$ cat src/rtl/intc_pkg.sv
// Shared definitions for the interrupt controller.
//   - FSM state encoding
//   - default parameter values (line count, handler table base, entry stride)
//   - width of the granted-line index
package intc_pkg;

  typedef enum logic [1:0] {
    ST_IDLE    = 2'd0,
    ST_REQ     = 2'd1,
    ST_SERVICE = 2'd2
  } intc_state_e;

  localparam int          DEF_NUM_IRQ    = 8;
  localparam logic [31:0] DEF_VEC_BASE   = 32'h0000_0100;
  localparam int          DEF_VEC_STRIDE = 4;

  // Index width; a single line still needs a 1-bit id port.
  function automatic int id_width(input int n);
    return (n > 1) ? $clog2(n) : 1;
  endfunction

endpackage

$ cat src/rtl/sync_edge_detect.sv
// Per-line 2-flop synchronizer plus rising-edge pulse.
// Ports:
//   clk  - clock
//   rst  - async active-low reset, clears all three flops
//   din  - raw asynchronous line
//   rise - one-cycle pulse when the synchronized line goes 0->1
// Because the delay flop resets to 0, a line already high at reset
// release produces exactly one pulse; a held-high line produces no more.
module sync_edge_detect (
  input  logic clk,
  input  logic rst,
  input  logic din,
  output logic rise
);

  logic s1, s2, s3;

  always_ff @(posedge clk or negedge rst) begin
    if (!rst) begin
      s1 <= 1'b0;
      s2 <= 1'b0;
      s3 <= 1'b0;
    end else begin
      s1 <= din;
      s2 <= s1;
      s3 <= s2;
    end
  end

  assign rise = s2 & ~s3;

endmodule

$ cat src/rtl/interrupt_controller.sv
// Edge-triggered, fixed-priority (lowest index wins), non-nesting
// interrupt controller.
// Ports:
//   clk, rst         - clock, async active-low reset
//   irq_in           - raw interrupt lines, rising edge significant
//   mask_wr/mask_data- mask register load (1 = enabled), resets to all-ones
//   ack              - core took the request; clears pending[irq_id]
//   eoi              - core finished the handler
//   INT              - request to core (high in REQ)
//   irq_id, vector   - granted line and its handler address, latched on grant
//   pending          - pending register, not masked
//   busy             - handler in service
module interrupt_controller
  import intc_pkg::*;
#(
  parameter  int          NUM_IRQ    = DEF_NUM_IRQ,
  parameter  logic [31:0] VEC_BASE   = DEF_VEC_BASE,
  parameter  int          VEC_STRIDE = DEF_VEC_STRIDE,
  localparam int          ID_W       = id_width(NUM_IRQ)
) (
  input  logic               clk,
  input  logic               rst,
  input  logic [NUM_IRQ-1:0] irq_in,
  input  logic               mask_wr,
  input  logic [NUM_IRQ-1:0] mask_data,
  input  logic               ack,
  input  logic               eoi,
  output logic               INT,
  output logic [ID_W-1:0]    irq_id,
  output logic [31:0]        vector,
  output logic [NUM_IRQ-1:0] pending,
  output logic               busy
);

  logic [NUM_IRQ-1:0] rise;
  logic [NUM_IRQ-1:0] pending_q, mask_q, eligible, clr;
  logic [ID_W-1:0]    grant_id;
  logic [31:0]        grant_vec;
  logic               latch, take;
  intc_state_e        state_q, state_d;

  for (genvar g = 0; g < NUM_IRQ; g++) begin : g_line
    sync_edge_detect u_sed (
      .clk  (clk),
      .rst  (rst),
      .din  (irq_in[g]),
      .rise (rise[g])
    );
  end

  assign eligible = pending_q & mask_q;

  // Lowest-index eligible line: scan high to low so the last hit wins.
  always_comb begin
    grant_id = '0;
    for (int i = NUM_IRQ - 1; i >= 0; i--)
      if (eligible[i]) grant_id = ID_W'(i);
  end

  assign grant_vec = VEC_BASE + 32'(grant_id) * 32'(VEC_STRIDE);

  always_ff @(posedge clk or negedge rst) begin
    if (!rst) state_q <= ST_IDLE;
    else      state_q <= state_d;
  end

  always_comb begin
    state_d = state_q;
    latch   = 1'b0;
    take    = 1'b0;
    case (state_q)
      ST_IDLE: if (|eligible) begin
        state_d = ST_REQ;
        latch   = 1'b1;
      end
      ST_REQ: if (ack) begin
        state_d = ST_SERVICE;
        take    = 1'b1;
      end
      ST_SERVICE: if (eoi) state_d = ST_IDLE;
      default: state_d = ST_IDLE;
    endcase
  end

  assign clr = take ? (NUM_IRQ'(1) << irq_id) : '0;

  // Set after clear: an edge arriving with ack re-arms the line.
  always_ff @(posedge clk or negedge rst) begin
    if (!rst) begin
      pending_q <= '0;
      mask_q    <= '1;
      irq_id    <= '0;
      vector    <= '0;
    end else begin
      pending_q <= (pending_q & ~clr) | rise;
      if (mask_wr) mask_q <= mask_data;
      if (latch) begin
        irq_id <= grant_id;
        vector <= grant_vec;
      end
    end
  end

  assign INT     = (state_q == ST_REQ);
  assign busy    = (state_q == ST_SERVICE);
  assign pending = pending_q;

endmodule

$ cat config.mk
export PLATFORM = sky130hd
export DESIGN_NAME = interrupt_controller
export DESIGN_NICKNAME = d
export VERILOG_FILES = /design/src/rtl/intc_pkg.sv /design/src/rtl/sync_edge_detect.sv /design/src/rtl/interrupt_controller.sv
export SDC_FILE = /design/constraint.sdc
export NUM_CORES = 1
export LEC_CHECK = 0
export CAP_MARGIN = 10
export CORE_ASPECT_RATIO = 0.75
export CORE_MARGIN = 5
export CORE_UTILIZATION = 48
export CTS_CLUSTER_DIAMETER = 120
export DETAILED_ROUTE_END_ITERATION = 6
export PLACE_DENSITY = 0.9
export SYNTH_ARGS = -nofsm -noshare
export SYNTH_HDL_FRONTEND = slang
export SYNTH_HIERARCHICAL = 1
export SYNTH_SLANG_ARGS = --single-unit
$ cat constraint.sdc
create_clock -name clk -period 2.4 [get_ports clk]
set_clock_uncertainty 0.05 [all_clocks]
set_input_delay 0.48 -clock clk [delete_from_list [all_inputs] [get_ports clk]]
set_output_delay 0.48 -clock clk [all_outputs]
set_load 0.005 [all_outputs]
==> results.md <==
STA:
- The number of failing hold endpoints at the final stage came to 0.
- Derived from the worst setup path, the maximum achievable clock frequency is 502.1 MHz.
- The smallest setup slack after layout is 0.4085 ns.
- Setup violations remaining at the end of the flow were counted as 0.
- Adding up every negative setup slack in the final design gives 0 ns.
- The shortest period the worst path allows is 1.991 ns.
- Setup repair after global routing left no endpoint under its margin.
- The part of the cycle the worst path needs is 0.8298.
- The count of final max-slew check failures is 0.

Global route:
- The overall global routing resource usage is 0.1181.
- The wire length of the first global-routing pass is 5016 um.
- The pin count of the biggest net entering global routing is 47.
- The number of global-route vias before repair is 1058.
- The overflow left after global routing is 0.
- The number of antenna violations at the first check in global routing was 0.

Worst setup path:
- The critical path class is reg -> out.
- The type of element launching the critical path is a flip-flop.
- The worst setup path is captured at an output pin.
- The slack of the worst reg-to-reg path is 0.96 ns.
- At the worst endpoint, the arrival time is 1.46 ns.
- The critical path required time is 1.87 ns.
- The startpoint of the worst register-to-register path is state_q[1].
- The worst reg2reg path depth is 5.
- In this run the critical register-to-register path is captured at pending[5].
- In this run the worst path has a maximum fanout of 4.

Synth:
- The synthesized design spends more area on one cell type than any other, namely dfrtp_1.
- The share of synthesized area in the top cell type comes to 0.4913.
- The synthesized area is 0.001936 sq mm.
- The sequential-to-total area share from yosys stat is 0.5999.
- Ranked by total cell area, the synthesized netlist is headed by dfrtp_1 49%, buf_4 12%, dfstp_2 11%, nor2b_4 5.7%, mux2_2 4.7%.
- Counting flops with an async set or reset pin after synthesis yields a share of 1.000.
- Yosys mapped a number of flops with a built-in enable equal to 0.
- The number of distinct standard cells referenced by the synthesized netlist is 27.
- The post-synthesis cell count is 150.
- The number of warnings issued by yosys is 6.
- The predominant post-synthesis flop cell is dfrtp_1.
- Each instance of the synthesized netlist takes up on average 12.90 sq um.
- The synthesized flop and latch total is 46.

Die:
- The die span in x is 83.33 um.
- The area inside the core boundary is 0.003979 sq mm.
- After floorplanning, the core was divided into 20 placement rows.
- The die boundary height is 65.00 um.
- Pin placement for this block handled 66 I/O pins.
- The initial utilization of the core area, before any placement, comes to 0.4865.
- The die covers 0.005416 sq mm.

Final layout:
- The final instance count without filler cells is 244.
- The area growth from synthesis to layout is 21.59%.
- The most common library cell in the layout ignoring fill and taps is dfrtp_1.
- The count of inserted antenna diode cells is 0.
- The final layout contains 209 nets.
- The fraction of layout instances using a drive strength above 1 is 0.1905.
- Leaving out fill and tap cells, the most frequent cells in the layout are 38 x dfrtp_1, 36 x clkdlybuf4s50_1, 28 x conb_1.

Run:
- Across the run, the number of max-cap violations was 0.

Detailed routing:
- The iteration-0 DRC count of the detailed router is 71.
- Once detail routing completed, the nets flagged for antenna violations numbered 0.
- The DRC violations left is 0.
- The final routed wirelength across all metal layers is 3253 um.
- For this block, the via count after detailed routing is 1100.
- The number of vias per cell is 4.508.
- The detail-routed net length per standard cell is 13.33 um.
- The iteration count of the initial detailed-routing pass is 4.

Clocking:
- For the worst-skew pair, the clock arrives at the later sink with an insertion delay of 0.29 ns.
- The clock tree synthesis step divided the H-tree into 2 levels.
- Buffers inserted during clock tree synthesis total 5.
- The tree is rooted in a clkbuf_8.
- The post-CTS setup repair buffer count is 0.
- The clock net in this run drives a total of 46 sinks.
- In this run, post-CTS repair resized a total of 0 instances.
- TritonCTS built the clock tree.
- The post-CTS clock slew at the launch and capture registers of the worst setup and hold paths is 0.08 ns.
- The maximum number of buffers from clock root to sink is 2.
- The quantity of hold-fixing buffers added after cts is 0.

Power and ir drop:
- The worst ir drop on vdd is 0.0004402 V.
- Summing internal, switching and leakage power gives 2.158 mW.
- The reported leakage power is 1.019 nW.
- Power spread over the standard cell area amounts to 916.8 mW/mm^2.

Place:
- The final weighted congestion of routability-driven global placement is 0.7867.
- The pre-CTS worst setup slack is 0.4977 ns.
- The cell total after placement is 236.
- Buffers placed on the I/O ports in this run total 37.
- The detailed-placement wirelength estimate is 2403 um.

Min path:
- In this run the worst hold path is classified as in -> async.

Outcome:
- The flow ran to the end, and the final reports show no timing, DRC or antenna violations.
## registers in the layout, indices dropped and copies added, names as in the netlist
register / count
vector: 2
mask_q: 8
g_line.u_sed/s1: 8
irq_id: 2
g_line.u_sed/s3: 8
state_q: 2
pending: 8
g_line.u_sed/s2: 8
## critical path, cell delays in order, from the launching register on
cell and delay (ns):
dfrtp_1 0.44, and2b_2 0.24, clkdlybuf4s50_1 0.49
## layout make-up
class / count / area (sq um)
clock buffer: 7 / 76.32
clock inverter: 1 / 30.03
fill: 324 / 1625
inverter: 2 / 7.507
multi-input combinational: 95 / 624.3
sequential: 46 / 1161
tap: 55 / 68.82
timing repair buffer: 38 / 385.4
## metal layers
metal | global-route usage | routed length (um)
met3 | 0.04447 | 206
met1 | 0.1504 | 1384
met4 | 0.03673 | 22
met5 | 0 | 0
met2 | 0.1880 | 1640
## cell families (layout without fill, tap and decap cells)
kind of cell           after synthesis  in the layout  share of synthesized area
AO/OA/AOI/OAI                       22             22                    0.07886
buffers and inverters               36             48                     0.1299
flip-flops                          46             46                     0.5999
multiplexers                         8              8                    0.04654
other                                1             28                   0.001937
AND/OR/NAND/NOR                     37             37                     0.1429
## metrics by stage
step	area, sq um	hold slack [ns]	utilization
after floorplan	2037	0.1344	-
after global placement	2247	0.2814	0.5648
after detailed placement	2247	0.2847	0.5648
after CTS	2354	0.1030	0.5915
after global routing	2354	0.1072	0.5915
final	2354	0.09678	0.5915
## worst max path at each step
| stage | end | start | slack [ns] | cells past startpoint |
|---|---|---|---|---|
| after floorplan | pending[5] | state_q[1] | 1.04 | 5 |
| after global placement | pending[3] | ack | 0.60 | 5 |
| after detailed placement | pending[3] | ack | 0.50 | 5 |
| after CTS | busy | state_q[0] | 0.40 | 2 |
| after global routing | busy | state_q[0] | 0.37 | 2 |
| final | busy | state_q[0] | 0.41 | 2 |
## power by group
| part | internal (mW) | switching (mW) | leakage (nW) | total, mW |
|---|---|---|---|---|
| sequential | 0.900 | 0.152 | 0.507 | 1.05 |
| combinational | 0.341 | 0.214 | 0.459 | 0.555 |
| clock | 0.311 | 0.240 | 0.0524 | 0.552 |
| total | 1.55 | 0.606 | 1.02 | 2.16 |
## synthesized netlist by cell type (4+ instances only)
library cell	n
dfrtp_1	38
buf_4	31
nand2b_1	4
a22oi_1	4
dfstp_2	8
a21o_1	6
nor2b_4	8
nand2_1	11
a21oi_1	4
mux2_2	8
Note: power is estimated with default switching activity, not from simulation.
==> variant (same settings) <==
Re-encode `intc_state_e` (3 states) as one-hot, 3 bits wide.
--- a/src/rtl/intc_pkg.sv
+++ b/src/rtl/intc_pkg.sv
@@ -4,10 +4,10 @@
 //   - width of the granted-line index
 package intc_pkg;
 
-  typedef enum logic [1:0] {
-    ST_IDLE    = 2'd0,
-    ST_REQ     = 2'd1,
-    ST_SERVICE = 2'd2
+  typedef enum logic [2:0] {
+    ST_IDLE    = 3'b001,
+    ST_REQ     = 3'b010,
+    ST_SERVICE = 3'b100
   } intc_state_e;
 
   localparam int          DEF_NUM_IRQ    = 8;
Formal check against the unedited RTL: same outputs for any inputs over 10 cycles, from zero or initial values and one cycle with rst low; not proved beyond that.
==> variant against the original RTL <==
Die area increased by 2.0%; synthesized cell count up 2.0%; wire length is 1.5% lower; area after synthesis grew 2.3%; cell area is 0.58% higher; combinational power fell by 14%; setup slack got worse by 0.11 ns; count of clock-buffer cells in the layout shrank 1; power decreased by 8.3%; hold slack better by 0.11 ns; sequential cell count is 1 higher; largest power group unchanged.
==> variant: results (changes against the original RTL) <==
drt initial violations 38 (-46%); GR Layer Usage met2 0.1929 (+0.004913); maximum vdd ir drop 0.3824 mV (-13%); area post-placement 2280 µm² (+1.4%); crit path DAT 1.57 ns (+0.11 ns); Seq/Total Area, Yosys 0.5995 (about the same); Compound-Gate Fraction of Synth Area 0.08212 (+0.003260); Synth top cells by count dfrtp_1 (38), buf_4 (31), nand2_1 (13); Fill cells 331 (+2.2%); WL met2 1542 µm (-6.0%); Yosys cell types 28 (+3.7%); status completed; mux contribution to synthesized area 0.04548 (-0.001058); Post-DP HPWL 2366 µm (-1.6%); Critical path origin state_q[2]$_DFFE_PN0P_; gpl congestion 0.7678 (-2.4%); nets@finish 212 (+1.4%); DRT met1 WL 1350 µm (-2.5%); All-Layer GR Usage 0.1204 (+0.002214); combinational fraction of design power 0.242 (-0.015); final wirelength 3205 µm (-1.5%); vias 1122 (+2.0%); Mapped Cells 153 (+2.0%); placed cells 239 (+1.3%); largest net degree at the start of global routing 48 (+2.1%); synth top area cells dfrtp_1 (48%), dfstp_2 (12%), buf_4 (12%), nor2b_4 (5.6%), mux2_2 (4.5%)
## variant: path summary, 6_finish.rpt
| check | slack [ns] | end | cells after the start |
|---|---|---|---|
| worst max-delay path | 0.30 | INT | 2 |
| worst min-delay path | 0.21 | g_line[7].u_sed/s1$_DFF_PN0_ | 2 |
| worst max register to register | 0.63 | irq_id[0]$_DFFE_PN0P_ | 3 |
| worst min register to register | 0.30 | g_line[3].u_sed/s2$_DFF_PN0_ | 0 |
| max in group asynchronous | 1.71 | mask_q[4]$_DFFE_PN1P_ | 2 |
| min in group clk | 0.30 | g_line[3].u_sed/s2$_DFF_PN0_ | 0 |
## variant: kinds of logic after synthesis
family / Yosys count
flip-flops: 47
AND/OR/NAND/NOR: 38
buffers and inverters: 36
AO/OA/AOI/OAI: 23
multiplexers: 8
other: 1
## variant: layout make-up
type                    instances  share of cell area
clock buffers                   6             0.03488
clock inverters                 1            0.002114
inverters                       2            0.003171
multi-input cells              97              0.2717
flip-flops and latches         47              0.5016
well taps                      55             0.02907
repair buffers                 38              0.1575
